$ cat src/rtl/scan_unload_ctrl.sv
// scan_unload_ctrl
//   Captures functional data into an attached scan chain, then shifts it out
//   through SO. The bits are packed LSB first into WORD_W-bit words and handed
//   to a consumer over a DVALID/DREADY handshake.
//
// Parameters
//   CHAIN_LEN : number of scan cells in the chain (1..1024)
//   WORD_W    : width of each unloaded word (1..32)
//
// Ports
//   CLK      in   clock; all state changes on its rising edge
//   CD       in   synchronous active-high clear; overrides every other input
//   START    in   request one capture-and-unload (ignored unless idle)
//   SO       in   scan-out from the chain tail cell
//   SE       out  scan enable to the chain (1 = shift, 0 = capture)
//   CHAIN_CE out  chain clock enable; the chain updates only while it is 1
//   SI       out  chain head input, held at 0
//   DOUT     out  unloaded word
//   DVALID   out  DOUT holds an unconsumed word
//   DREADY   in   consumer accepts DOUT
//   BUSY     out  high whenever the controller is not idle
//   DONE     out  one-cycle pulse when an unload completes
module scan_unload_ctrl #(
  parameter int CHAIN_LEN = 16,
  parameter int WORD_W    = 8
) (
  input  logic              CLK,
  input  logic              CD,
  input  logic              START,
  input  logic              SO,
  output logic              SE,
  output logic              CHAIN_CE,
  output logic              SI,
  output logic [WORD_W-1:0] DOUT,
  output logic              DVALID,
  input  logic              DREADY,
  output logic              BUSY,
  output logic              DONE
);

  localparam int CW = $clog2(CHAIN_LEN + 1);
  localparam int IW = (WORD_W > 1) ? $clog2(WORD_W) : 1;

  typedef enum logic [2:0] {
    S_IDLE    = 3'd0,
    S_CAPTURE = 3'd1,
    S_SHIFT   = 3'd2,
    S_DRAIN   = 3'd3,
    S_FIN     = 3'd4
  } state_t;

  state_t            state, state_nx;
  logic [CW-1:0]     bitcnt;   // shifts taken so far in this unload
  logic [IW-1:0]     idx;      // bit position inside the word being assembled
  logic [WORD_W-1:0] asm_q;    // word under assembly, separate from DOUT
  logic [WORD_W-1:0] asm_nx;

  logic last_bit, word_end, accept, can_shift, shift_en;

  assign last_bit = (bitcnt == CW'(CHAIN_LEN - 1));
  assign word_end = last_bit || (idx == IW'(WORD_W - 1));
  assign accept   = DVALID && DREADY;
  // Only the shift that finishes a word needs DOUT to be free; every other
  // shift writes into asm_q and may proceed under backpressure.
  assign can_shift = !word_end || !DVALID || DREADY;
  assign shift_en  = (state == S_SHIFT) && can_shift;

  assign SI = 1'b0;

  // Assembly word with the current SO bit merged in at idx.
  always_comb begin
    asm_nx      = asm_q;
    asm_nx[idx] = SO;
  end

  // State register
  always_ff @(posedge CLK) begin
    if (CD) state <= S_IDLE;
    else    state <= state_nx;
  end

  // Next-state logic
  always_comb begin
    state_nx = state;
    case (state)
      S_IDLE:    if (START) state_nx = S_CAPTURE;
      S_CAPTURE: state_nx = S_SHIFT;
      S_SHIFT:   if (shift_en && last_bit) state_nx = S_DRAIN;
      S_DRAIN:   if (!DVALID || DREADY) state_nx = S_FIN;
      S_FIN:     state_nx = S_IDLE;
      default:   state_nx = S_IDLE;
    endcase
  end

  // Outputs. A stalled shift keeps SE high but drops CHAIN_CE so the chain
  // holds its tail bit until the word can complete.
  always_comb begin
    SE       = (state == S_SHIFT);
    CHAIN_CE = (state == S_CAPTURE) || shift_en;
    BUSY     = (state != S_IDLE);
    DONE     = (state == S_FIN);
  end

  // Datapath: bit/word counters, assembly register and output word.
  always_ff @(posedge CLK) begin
    if (CD) begin
      bitcnt <= '0;
      idx    <= '0;
      asm_q  <= '0;
      DOUT   <= '0;
      DVALID <= 1'b0;
    end else begin
      if (accept) DVALID <= 1'b0;
      if (shift_en) begin
        bitcnt <= last_bit ? '0 : bitcnt + 1'b1;
        if (word_end) begin
          // Clearing asm_q here zero-fills the upper bits of a final partial word.
          DOUT   <= asm_nx;
          DVALID <= 1'b1;
          asm_q  <= '0;
          idx    <= '0;
        end else begin
          asm_q <= asm_nx;
          idx   <= idx + 1'b1;
        end
      end
    end
  end

endmodule

$ cat config.mk
export PLATFORM = sky130hd
export DESIGN_NAME = scan_unload_ctrl
export DESIGN_NICKNAME = d
export VERILOG_FILES = /design/src/rtl/scan_unload_ctrl.sv
export SDC_FILE = /design/constraint.sdc
export NUM_CORES = 1
export LEC_CHECK = 0
export BUFFER_PORTS_ARGS = -buffer_cell sky130_fd_sc_hd__buf_2
export CORE_UTILIZATION = 30
export CTS_CLUSTER_SIZE = 28
export DETAILED_ROUTE_END_ITERATION = 8
export HOLD_SLACK_MARGIN = 0.06
export PLACE_DENSITY = 0.45
export SKIP_LAST_GASP = 1
export SLEW_MARGIN = 20
export SYNTH_ARGS = -nofsm -noshare
export SYNTH_HDL_FRONTEND = slang
export SYNTH_SLANG_ARGS = --single-unit
$ cat constraint.sdc
create_clock -name CLK -period 2.5 [get_ports CLK]
set_input_delay 0.125 -clock CLK [delete_from_list [all_inputs] [get_ports CLK]]
set_output_delay 0.125 -clock CLK [all_outputs]
set_load 0.01 [all_outputs]
Word-level counts from Yosys, hierarchy flattened --
Cells that the tools add are included.
Storage, ports and cells: input bits 5, logic and storage cells 47, register bits 28, output and inout port bits 14
Operators by class: reduce and logical (&&, ||, !) cells 15, equality and inequality tests 9, muxes and demuxes 13, add/sub/neg operators 2, magnitude comparators 2
Operators by type and width (number):
- $mux 3 | 4
- $pmux 3 s4 | 1
- $bwmux 8 | 1
- $mux 8 | 1
- $eq 3x2->1 const B | 2
- $eq 3x3->1 const B | 2
- $add 5x1->5 const B | 1
- $eq 5x4->1 const B | 1
- $logic_or 1x1->1 | 5
- $mux 5 | 1
- $logic_and 1x1->1 | 4
- $lt 3x4->1 const B | 1
- $mux 1 | 4
- $ne 2x2->1 const B | 2
- $add 3x1->3 const B | 1
- $demux 1 s3 | 1
- $eq 3x1->1 const B | 1
- $ge 3x1->1 const B | 1
- $logic_not 3->1 | 1
- $reduce_and 3->1 | 1
- $reduce_bool 3->1 | 1
- $logic_not 1->1 | 2
- $ne 2x1->1 const B | 1
- $reduce_and 2->1 | 1

Logic depth before layout (Yosys ltp) --
Gate-level depths: netlist (run 1).
depth in word-level cells 9, gate-level depth with buffers 7, mapped depth without buffers 6

Worst setup path after synthesis (run 1) --
No wires, ideal clock.
path kind reg-to-reg, start reg state[1], end reg bitcnt[2], setup time 121 ps, stages on the path, launching flop included 5, period minus slack after synthesis 1587 ps, required time 2379 ps, arrival time 1466 ps, setup slack 913 ps, path buffers 1, cells stage by stage dfxtp_1 -> or3b_4 -> buf_6 -> nor3b_1 -> mux2_2
Between the ends: word-level cells in the longest chain between the ends 2
RTL lines:
- from (decl) | line 52 | state_t state, state_nx;
- from (signal assigned) | line 79 | else state <= state_nx;
- $eq 3x2->1 | line 66 | assign shift_en = (state == S_SHIFT) && can_shift;
- $logic_and 1x1->1 | line 66
- to (signal assigned) | line 115 | bitcnt <= last_bit ? '0 : bitcnt + 1'b1;
- to (decl) | line 53 | logic [CW-1:0] bitcnt;
No other way between the ends. A chain may end at the register's enable or synchronous reset.

Worst setup path in the final report (run 1) --
start reg idx[0], end out CHAIN_CE
Between the ends: word-level cells in the longest chain between the ends 7
RTL lines:
- from (decl) | line 54 | logic [IW-1:0] idx;
- from (signal assigned) | line 124 | idx <= idx + 1'b1;
- $eq 3x3->1 | line 61 | assign word_end = last_bit || (idx == IW'(WORD_W - 1));
- $logic_or 1x1->1 | line 61
- $logic_not 1->1 | line 65 | assign can_shift = !word_end || !DVALID || DREADY;
- $logic_or 1x1->1 (2 in series) | line 65
- $logic_and 1x1->1 | line 66
- $logic_or 1x1->1 | line 99 | CHAIN_CE = (state == S_CAPTURE) || shift_en;
- to (decl) | line 32 | output logic CHAIN_CE,
No other way between the ends.

==> results of run 1 <==
worst max-delay path, cell delays in order (launching register included):
cell and delay, ns:
dfxtp_1 0.51, ha_1 0.21, ha_1 0.16, inv_1 0.07, a21boi_2 0.29, o22ai_1 0.12, buf_2 0.14
metal layers:
layer / up-vias / global-route usage, %
met1: 494 / 17.37
met2: 9 / 19.12
met3: 2 / 2.632
met4: 0 / 4.592
met5: - / 0
li1: 561 / -
final timing paths:
| check | from | slack, ns | depth (start not counted) | end |
|---|---|---|---|---|
| worst max-delay path | idx[0]$_SDFFE_PP0N_ | 0.59 | 6 | CHAIN_CE |
| worst max register to register | idx[0]$_SDFFE_PP0N_ | 0.64 | 6 | bitcnt[2]$_SDFFE_PP0N_ |
| worst min-delay path | START | 0.09 | 3 | state[0]$_SDFFE_PP0P_ |
| worst min register to register | bitcnt[4]$_SDFFE_PP0N_ | 0.46 | 2 | bitcnt[4]$_SDFFE_PP0N_ |
sequential cells by signal, summed over array words and instances (netlist names):
| register | cells |
|---|---|
| asm_q | 8 |
| bitcnt | 5 |
| DVALID | 1 |
| DOUT | 8 |
| state | 3 |
| idx | 3 |
through the flow:
| stage | util [%] | instances |
|---|---|---|
| global route | 36.75 | 214 |
| global placement | 35.02 | 210 |
| detailed placement | 35.02 | 210 |
| floorplan | - | 151 |
| CTS | 36.75 | 214 |
| finish | 36.75 | 214 |
where the power goes:
part           internal (W)  switching (W)   total, W
logic             0.0000243      0.0000357  0.0000599
clock network      0.000215       0.000149   0.000364
registers          0.000453     0.00000932   0.000462
total              0.000691       0.000194   0.000886
cell usage in the layout (no fill, tap or decap):
cell type and count:
dfxtp_1 28, buf_2 17, o21ai_0 15, a21oi_1 14
nor2_1 13, nand2_1 11, mux2_2 8, mux2i_1 8
nor3b_1 4, buf_4 4, inv_1 3, nand2b_1 3
nor3_1 3, nand3b_1 3, ha_1 3, clkbuf_8 3
nand4b_1 2, nor2b_1 2, and2_1 2, or4_1 2
nor4_1 2, nand3_1 2, a211oi_1 2, or3b_4 1
or3_1 1, a21boi_2 1, o22ai_1 1, and4b_1 1
a211oi_2 1, a311oi_1 1, a21o_1 1, conb_1 1
bufinv_16 1
layout make-up:
| cell class | instances | area (um^2) | area share, % |
|---|---|---|---|
| multi-input combinational | 108 | 701.9 | 46.10 |
| sequential | 28 | 560.5 | 36.81 |
| timing repair buffer | 21 | 115.1 | 7.560 |
| tap | 50 | 62.56 | 4.108 |
| clock buffer | 3 | 41.29 | 2.712 |
| clock inverter | 1 | 30.03 | 1.972 |
| inverter | 3 | 11.26 | 0.7395 |
cell families (layout without fill, tap and decap cells):
logic type / after synthesis / after routing / share of synthesized area, %
DFF: 28 / 28 / 41.99
buffers and inverters: 15 / 28 / 5.435
other: 1 / 1 / 0.2809
and+or+nand+nor: 52 / 52 / 21.27
muxes: 16 / 16 / 12.75
adders and majority gates: 3 / 3 / 2.812
AOI/OAI and AO/OA: 36 / 36 / 15.46
==> impl_metrics.py, run 1 <==
metrics = {
    "place": {
        "place_ws_ns": 0.6927,
        "place_congestion": 0.7480,
        "dpl.hpwl_mm": 1.733,
        "portBuffers": 17,
        "post_dp_cell_area_um2": 1451,
    },
    "die": {
        "dieHeight_um": 68.71,
        "num_io_pins": 19,
        "num_rows": 23,
        "initial_utilization_pct": 32.22,
        "core_um2": 4144,
        "die_width_um": 68.71,
        "die_area_um2": 4721,
    },
    "critical_path": {
        "path_max_fanout": 11,
        "critPathKind": "register to primary output",
        "arrival_ns": 1.78,
        "start_kind": "register",
        "end_kind": "primary output",
        "critical_path_required_ns": 2.38,
    },
    "timing": {
        "fin_hold_ws_ns": 0.08643,
        "period_needed_ns": 1.906,
        "skew_ns": 0.001454,
        "worst_slack_ns": 0.5944,
        "fin_crit_sh_pct": 76.23,
        "setup_viol": 0,
        "max_freq_mhz": 524.8,
        "timing.slew.headroom_pct": 64.60,
        "hold_violations": 0,
        "rsz0062_at_grt": "false",
        "tns_ns": 0,
        "tightest_slew_ns": 0.5309,
        "maxSlewViolCount": 0,
    },
    "clocking": {
        "h-tree-depth": 1,
        "cts_buffers": 3,
        "hold_buffers": 0,
        "postCtsSetupRepairBufs": 0,
        "tritoncts": "built",
        "clock_latency_ns": 0.28,
        "cts_buffer_depth": 2,
        "root_buffer": "clkbuf_8",
        "clkTransAtPathRegs_ns": 0.10,
        "cts.sinks": 28,
        "post_cts_resized": 0,
    },
    "synthesis": {
        "synth_cells": 151,
        "yosysWarnings": 0,
        "syn-cell-area_um2": 1335,
        "synth_top_cell_area_share_pct": 41.99,
        "synth_area_per_cell_um2": 8.841,
        "yosysSeqAreaShare_pct": 41.99,
        "ys_ff_latch": 28,
        "synth_top_area_cell": "dfxtp_1",
        "async_flop_share_pct": 0,
        "synth_commonest_cells": "dfxtp_1, o21ai_0, a21oi_1",
        "dominantRegCellSynth": "dfxtp_1",
        "synth-edff-count": 0,
        "synth_most_common_cell": "dfxtp_1",
        "synthesis.nets": 159,
        "yosysUniqueCellTypes": 33,
        "synth_area_leaders": "dfxtp_1, mux2_2, mux2i_1",
    },
    "cells_and_area": {
        "drive_above_1_share_pct": 21.95,
        "antenna_cells": 0,
        "fin_area_um2": 1523,
        "final_nets": 173,
        "area.growth.synth_to_final_pct": 14.06,
        "fillers": 458,
    },
    "grt": {
        "grt_usage_pct": 12.56,
        "overflow": 0,
        "grt_start_max_net_pins": 30,
        "grt_pass1_vias": 965,
        "antenna_found_initial": 0,
        "grt_pass1_wl_mm": 4.422,
    },
    "routing": {
        "wl_met3_um": 69,
        "ant_nets": 0,
        "highest_layer": "met4",
        "wl_met2_mm": 1.174,
        "vias": 1066,
        "drt_iter0_markers": 58,
        "wl_met1_mm": 1.446,
        "wl_per_cell_um": 12.67,
        "drtPass1Iterations": 4,
        "drc": 0,
        "routed_wl_mm": 2.711,
        "via_per_inst": 4.981,
    },
    "pwr": {
        "finalPower_w": 0.0008856,
        "irDropWorstVdd_v": 0.0002060,
        "leakagePower_nw": 0.5874,
        "powerDensity_nw_per_um2": 581.6,
    },
    "outcome": {
        "status": "finished, final reports clean",
    },
    "min_path": {
        "hold_class": "input pin to register",
    },
    "flow_run": {
        "drv_cap": 0,
    },
}
(Power assumes the default switching activity.)
==> run 2: changes to the inputs <==
PLACE_DENSITY = 0.47   (was 0.45)
clock period = 1.7 ns   (was 2.5 ns; I/O delays follow)
==> run 2 against run 1 <==
Net effect:
- routed wire length grew 18%
- highest routed layer unchanged
- die area unchanged
- clock-buffer cell count is the same
- sequential power increased by 46%
- sequential share of layout area shrank 4.5 points
==> impl_metrics.py, run 2 (synthesized netlist as in run 1, its figures left out) <==
metrics = {
    "place": {
        "portBuffers": 17,
        "post_dp_cell_area_um2": 1526,
        "placed_cells": 220,
        "place_congestion": 0.7928,
        "dpl.hpwl_mm": 1.928,
    },
    "timing": {
        "period_needed_ns": 1.677,
        "fin_crit_sh_pct": 98.63,
        "skew_ns": 0.004317,
        "fin_hold_ws_ns": 0.1493,
        "setup_viol": 0,
        "hold_violations": 0,
        "max_freq_mhz": 596.4,
        "maxSlewViolCount": 0,
        "rsz0062_at_grt": "true",
    },
    "routing": {
        "drc": 0,
        "vias": 1179,
        "ant_nets": 0,
        "routed_wl_mm": 3.187,
        "wl_per_cell_um": 13.39,
        "via_per_inst": 4.954,
        "drt_iter0_markers": 56,
        "drtPass1Iterations": 4,
    },
    "critical_path": {
        "critPathKind": "register to register",
        "start_kind": "register",
        "critPathLaunch": "bitcnt[1]$_SDFFE_PP0N_",
        "path_max_fanout": 6,
        "critical_path_required_ns": 1.87,
        "ff2ff_path_depth": 7,
        "r2r_start": "bitcnt[1]$_SDFFE_PP0N_",
        "arrival_ns": 1.85,
        "crit_chain": "ha_4 -> nand4b_1 -> buf_4 -> a211oi_4 -> buf_6 -> mux2i_1 -> nor2_1",
        "r2r_end": "DOUT[2]$_SDFFE_PP0P_",
        "slowest_stage": "dfxtp_2",
        "ff2ff_setup_slack_ns": 0.02,
        "cpPeakStageDelay_ns": 0.38,
        "end_kind": "register",
    },
    "pwr": {
        "leakagePower_nw": 0.6997,
        "irDropWorstVdd_v": 0.0002723,
        "powerDensity_nw_per_um2": 672.8,
    },
    "cells_and_area": {
        "reg_top3": "DOUT x8, asm_q x8, bitcnt x5",
        "area.growth.synth_to_final_pct": 31.30,
        "final_cell_mix": "dfxtp_1, buf_4, buf_2, o21ai_0, a21oi_1",
        "fin_cells": 238,
        "drive_above_1_share_pct": 37.77,
        "fin_area_um2": 1753,
        "final_nets": 198,
        "antenna_cells": 0,
    },
    "die": {
        "die_width_um": 68.71,
        "num_io_pins": 19,
        "num_rows": 23,
        "core_um2": 4144,
        "initial_utilization_pct": 32.22,
        "dieHeight_um": 68.71,
        "die_area_um2": 4721,
    },
    "clocking": {
        "h-tree-depth": 1,
        "tritoncts": "built",
        "root_buffer": "clkbuf_8",
        "clock_latency_ns": 0.28,
        "clkTransAtPathRegs_ns": 0.09,
        "cts_buffers": 3,
        "cts_buffer_depth": 2,
        "cts.sinks": 28,
    },
    "grt": {
        "grt_usage_pct": 13.60,
        "grt_pass1_vias": 1036,
        "antenna_found_initial": 0,
        "grt_pass1_wl_mm": 4.836,
        "grt_start_max_net_pins": 17,
        "overflow": 0,
    },
    "min_path": {
        "min_delay_worst_endpoint": "DOUT[3]$_SDFFE_PP0P_",
        "min_path_cells": 2,
        "worstHoldStart": "CD",
        "hold_class": "input pin to register",
    },
    "outcome": {
        "status": "finished, final reports clean",
    },
    "flow_run": {
        "drv_cap": 0,
    },
}
## run 2: stage by stage
step	TNS, ns	power, W	setup slack (ns)	utilization, %
after floorplan	0	0.0007610	0.1130	-
after global placement	0	0.0007986	0.08697	36.84
after detailed placement	0	0.0008005	0.02775	36.84
after CTS	-0.02208	0.001165	-0.008671	38.68
after global routing	-0.4814	0.001222	-0.07222	42.30
final	0	0.001179	0.02333	42.30
## run 2: report_power, final
group | internal [W] | total, W | switching (W)
clock | 0.000159 | 0.000366 | 0.000206
combinational | 0.0000647 | 0.000138 | 0.0000738
sequential | 0.000667 | 0.000675 | 0.00000790
## run 2: timing repair
action,in CTS,in global routing
pin swaps,2,10
cloned,0,1
gates resized for setup,4,15
hold endpoints to repair,1,0
hold buffers,1,0
endpoints found under the setup margin,1,13
setup buffers,2,11
## run 2: how the worst max path moves through the flow
stage | to | slack [ns] | depth (start not counted)
floorplan | bitcnt[2]$_SDFFE_PP0N_ | 0.11 | 4
global placement | bitcnt[2]$_SDFFE_PP0N_ | 0.09 | 6
detailed placement | bitcnt[2]$_SDFFE_PP0N_ | 0.03 | 6
CTS | DOUT[2]$_SDFFE_PP0P_ | -0.009 | 7
global route | DOUT[6]$_SDFFE_PP0P_ | -0.07 | 7
finish | DOUT[2]$_SDFFE_PP0P_ | 0.02 | 7
## run 2: final cells by class
class	count	area, um^2
multi-input combinational	109	758.2
timing repair buffer	45	312.8
clock buffer	3	41.29
sequential	28	566.8
inverter	3	11.26
tap	50	62.56
fill	428	2391
## run 2: metal layers
| metal | global-route usage [%] | wire length, um | vias to the layer above |
|---|---|---|---|
| met5 | 0 | 0 | - |
| met3 | 1.974 | 79 | 6 |
| li1 | - | - | 604 |
| met1 | 19.26 | 1601 | 553 |
| met2 | 20.96 | 1445 | 16 |
| met4 | 4.592 | 60 | 0 |
## run 2: critical path, delay by kind of cell (launching register included)
family / cells / cell delay [ns]
AO/OA/AOI/OAI: 1 / 0.27
multiplexers: 1 / 0.18
buffers and inverters: 2 / 0.38
AND/OR/NAND/NOR: 2 / 0.22
flip-flops: 1 / 0.38
adder cells (fa/ha/maj): 1 / 0.15
==> run 3: changes to the inputs <==
SETUP_SLACK_MARGIN = 0.2   (was default)
==> run 3 against run 2 <==
Net effect:
- clock skew decreased by 0.0014 ns
- register-to-register slack improved by 0.05 ns
- final cell count shrank 0.42%
- non-clock buffer count down 1
- clock power about the same
- combinational power is essentially flat
- via count up 1.4%
- worst setup slack improved by 0.0026 ns
- final area rose by 4.3%
- first-iteration DRC count shrank 25%
- critical endpoint is now CHAIN_CE
- hold slack got worse by 0.0055 ns
==> impl_metrics.py, run 3 (synthesized netlist as in run 1, its figures left out) <==
metrics = {
    "grt": {
        "antenna_found_initial": 0,
        "grt_pass1_vias": 1159,
        "grt_start_max_net_pins": 18,
        "grt_usage_pct": 16.08,
        "overflow": 0,
        "grt_pass1_wl_mm": 5.499,
    },
    "flow_run": {
        "drv_cap": 0,
    },
    "timing": {
        "fin_hold_ws_ns": 0.1438,
        "hold_violations": 0,
        "fin_crit_sh_pct": 98.47,
        "period_needed_ns": 1.674,
        "rsz0062_at_grt": "true",
        "skew_ns": 0.002889,
        "maxSlewViolCount": 0,
        "max_freq_mhz": 597.4,
        "setup_viol": 0,
        "worst_slack_ns": 0.02596,
    },
    "clocking": {
        "tritoncts": "built",
        "cts.sinks": 28,
        "cts_buffer_depth": 2,
        "cts_buffers": 3,
        "clkTransAtPathRegs_ns": 0.09,
        "root_buffer": "clkbuf_8",
        "clock_latency_ns": 0.27,
        "h-tree-depth": 1,
    },
    "cells_and_area": {
        "area.growth.synth_to_final_pct": 36.93,
        "drive_above_1_share_pct": 41.18,
        "fin_cells": 237,
        "final_nets": 197,
        "antenna_cells": 0,
        "reg_top3": "DOUT x8, asm_q x8, bitcnt x5",
        "final_common_cell": "dfxtp_1",
        "final_cell_mix": "dfxtp_1, buf_4, buf_2, o21ai_0",
    },
    "critical_path": {
        "critPathKind": "register to primary output",
        "ff2ff_path_depth": 7,
        "critical_path_required_ns": 1.62,
        "ff2ff_setup_slack_ns": 0.07,
        "r2r_start": "bitcnt[0]$_SDFFE_PP0N_",
        "crit_end": "CHAIN_CE",
        "start_kind": "register",
        "critPathLaunch": "bitcnt[0]$_SDFFE_PP0N_",
        "end_kind": "primary output",
        "arrival_ns": 1.59,
        "path_max_fanout": 2,
        "r2r_end": "DOUT[6]$_SDFFE_PP0P_",
    },
    "routing": {
        "routed_wl_mm": 3.351,
        "drt_iter0_markers": 42,
        "drc": 0,
        "ant_nets": 0,
        "drtPass1Iterations": 4,
        "wl_per_cell_um": 14.14,
        "vias": 1196,
        "via_per_inst": 5.046,
    },
    "place": {
        "placed_cells": 219,
        "place_ws_ns": 0.08382,
        "place_congestion": 0.7784,
        "dpl.hpwl_mm": 2.005,
        "portBuffers": 17,
    },
    "die": {
        "die_width_um": 68.71,
        "num_io_pins": 19,
        "core_um2": 4144,
        "initial_utilization_pct": 32.22,
        "num_rows": 23,
        "die_area_um2": 4721,
        "dieHeight_um": 68.71,
    },
    "pwr": {
        "finalPower_w": 0.001177,
        "leakagePower_nw": 0.7103,
        "p_switching_w": 0.0002897,
        "p_int_w": 0.0008877,
        "power.share.clock_pct": 30.8,
        "powerDensity_nw_per_um2": 644.1,
        "irDropWorstVdd_v": 0.0002490,
        "seqPwrFrac_pct": 57.5,
        "combPwrFrac_pct": 11.7,
        "swShare_pct": 24.60,
    },
    "min_path": {
        "hold_class": "input pin to register",
    },
    "outcome": {
        "status": "finished, final reports clean",
    },
}
run 3: what timing repair did:
item	CTS	global route
hold endpoints to repair	1	0
pin swaps	7	9
hold buffers	1	0
cloned	2	0
setup buffers	11	1
resized for setup	23	12
setup endpoints to repair	24	28
run 3: final cells by class:
cell class | count | area [um^2]
Tap cell | 50 | 62.56
Fill cell | 445 | 2316
Sequential cell | 28 | 570.5
Multi-Input combinational cell | 109 | 819.5
Inverter | 3 | 13.76
Clock buffer | 3 | 41.29
Timing Repair Buffer | 44 | 320.3
run 3: worst min-delay path by stage:
| stage | startpoint | endpoint | slack [ns] | cells past startpoint |
|---|---|---|---|---|
| CTS | CD | bitcnt[0]$_SDFFE_PP0N_ | 0.14 | 2 |
| detailed placement | START | state[0]$_SDFFE_PP0P_ | 0.35 | 3 |
| global route | CD | bitcnt[1]$_SDFFE_PP0N_ | 0.15 | 2 |
| finish | CD | bitcnt[1]$_SDFFE_PP0N_ | 0.14 | 2 |
| floorplan | START | state[0]$_SDFFE_PP0P_ | 0.23 | 2 |
| global placement | START | state[0]$_SDFFE_PP0P_ | 0.34 | 3 |
run 3: power by group through the flow:
stage	logic, W	registers, W	clock network, W
after floorplan	0.0000735	0.000689	0
after detailed placement	0.000109	0.000690	0
final	0.000138	0.000677	0.000363
after global routing	0.000151	0.000679	0.000394
after global placement	0.000107	0.000689	0
after CTS	0.000129	0.000677	0.000373
run 3: worst max-delay path: stages (launching register included):
cell and delay, ns:
dfxtp_2 0.37, ha_4 0.14, nand4b_1 0.14, buf_4 0.18, a21boi_4 0.15, buf_6 0.13
o22ai_2 0.06, buf_2 0.14
run 3: per-stage QoR:
stage	area, um^2	utilization, %	TNS [ns]
2_1_floorplan	1350	-	0
3_3_place_gp	1533	36.99	0
3_5_place_dp	1533	36.99	0
4_1_cts	1778	42.90	0
5_1_grt	1828	44.11	-0.05896
6_report	1828	44.11	0
run 3: layer usage:
metal  vias up  part of all wire (%)  GRT usage [%]  wire length, um
met3         5                   3.1          2.467              103
met2        27                    46          26.96             1534
li1        604                     -              -                -
met4         0                   1.4          6.122               46
met5         -                     0              0                0
met1       560                    50          20.66             1667
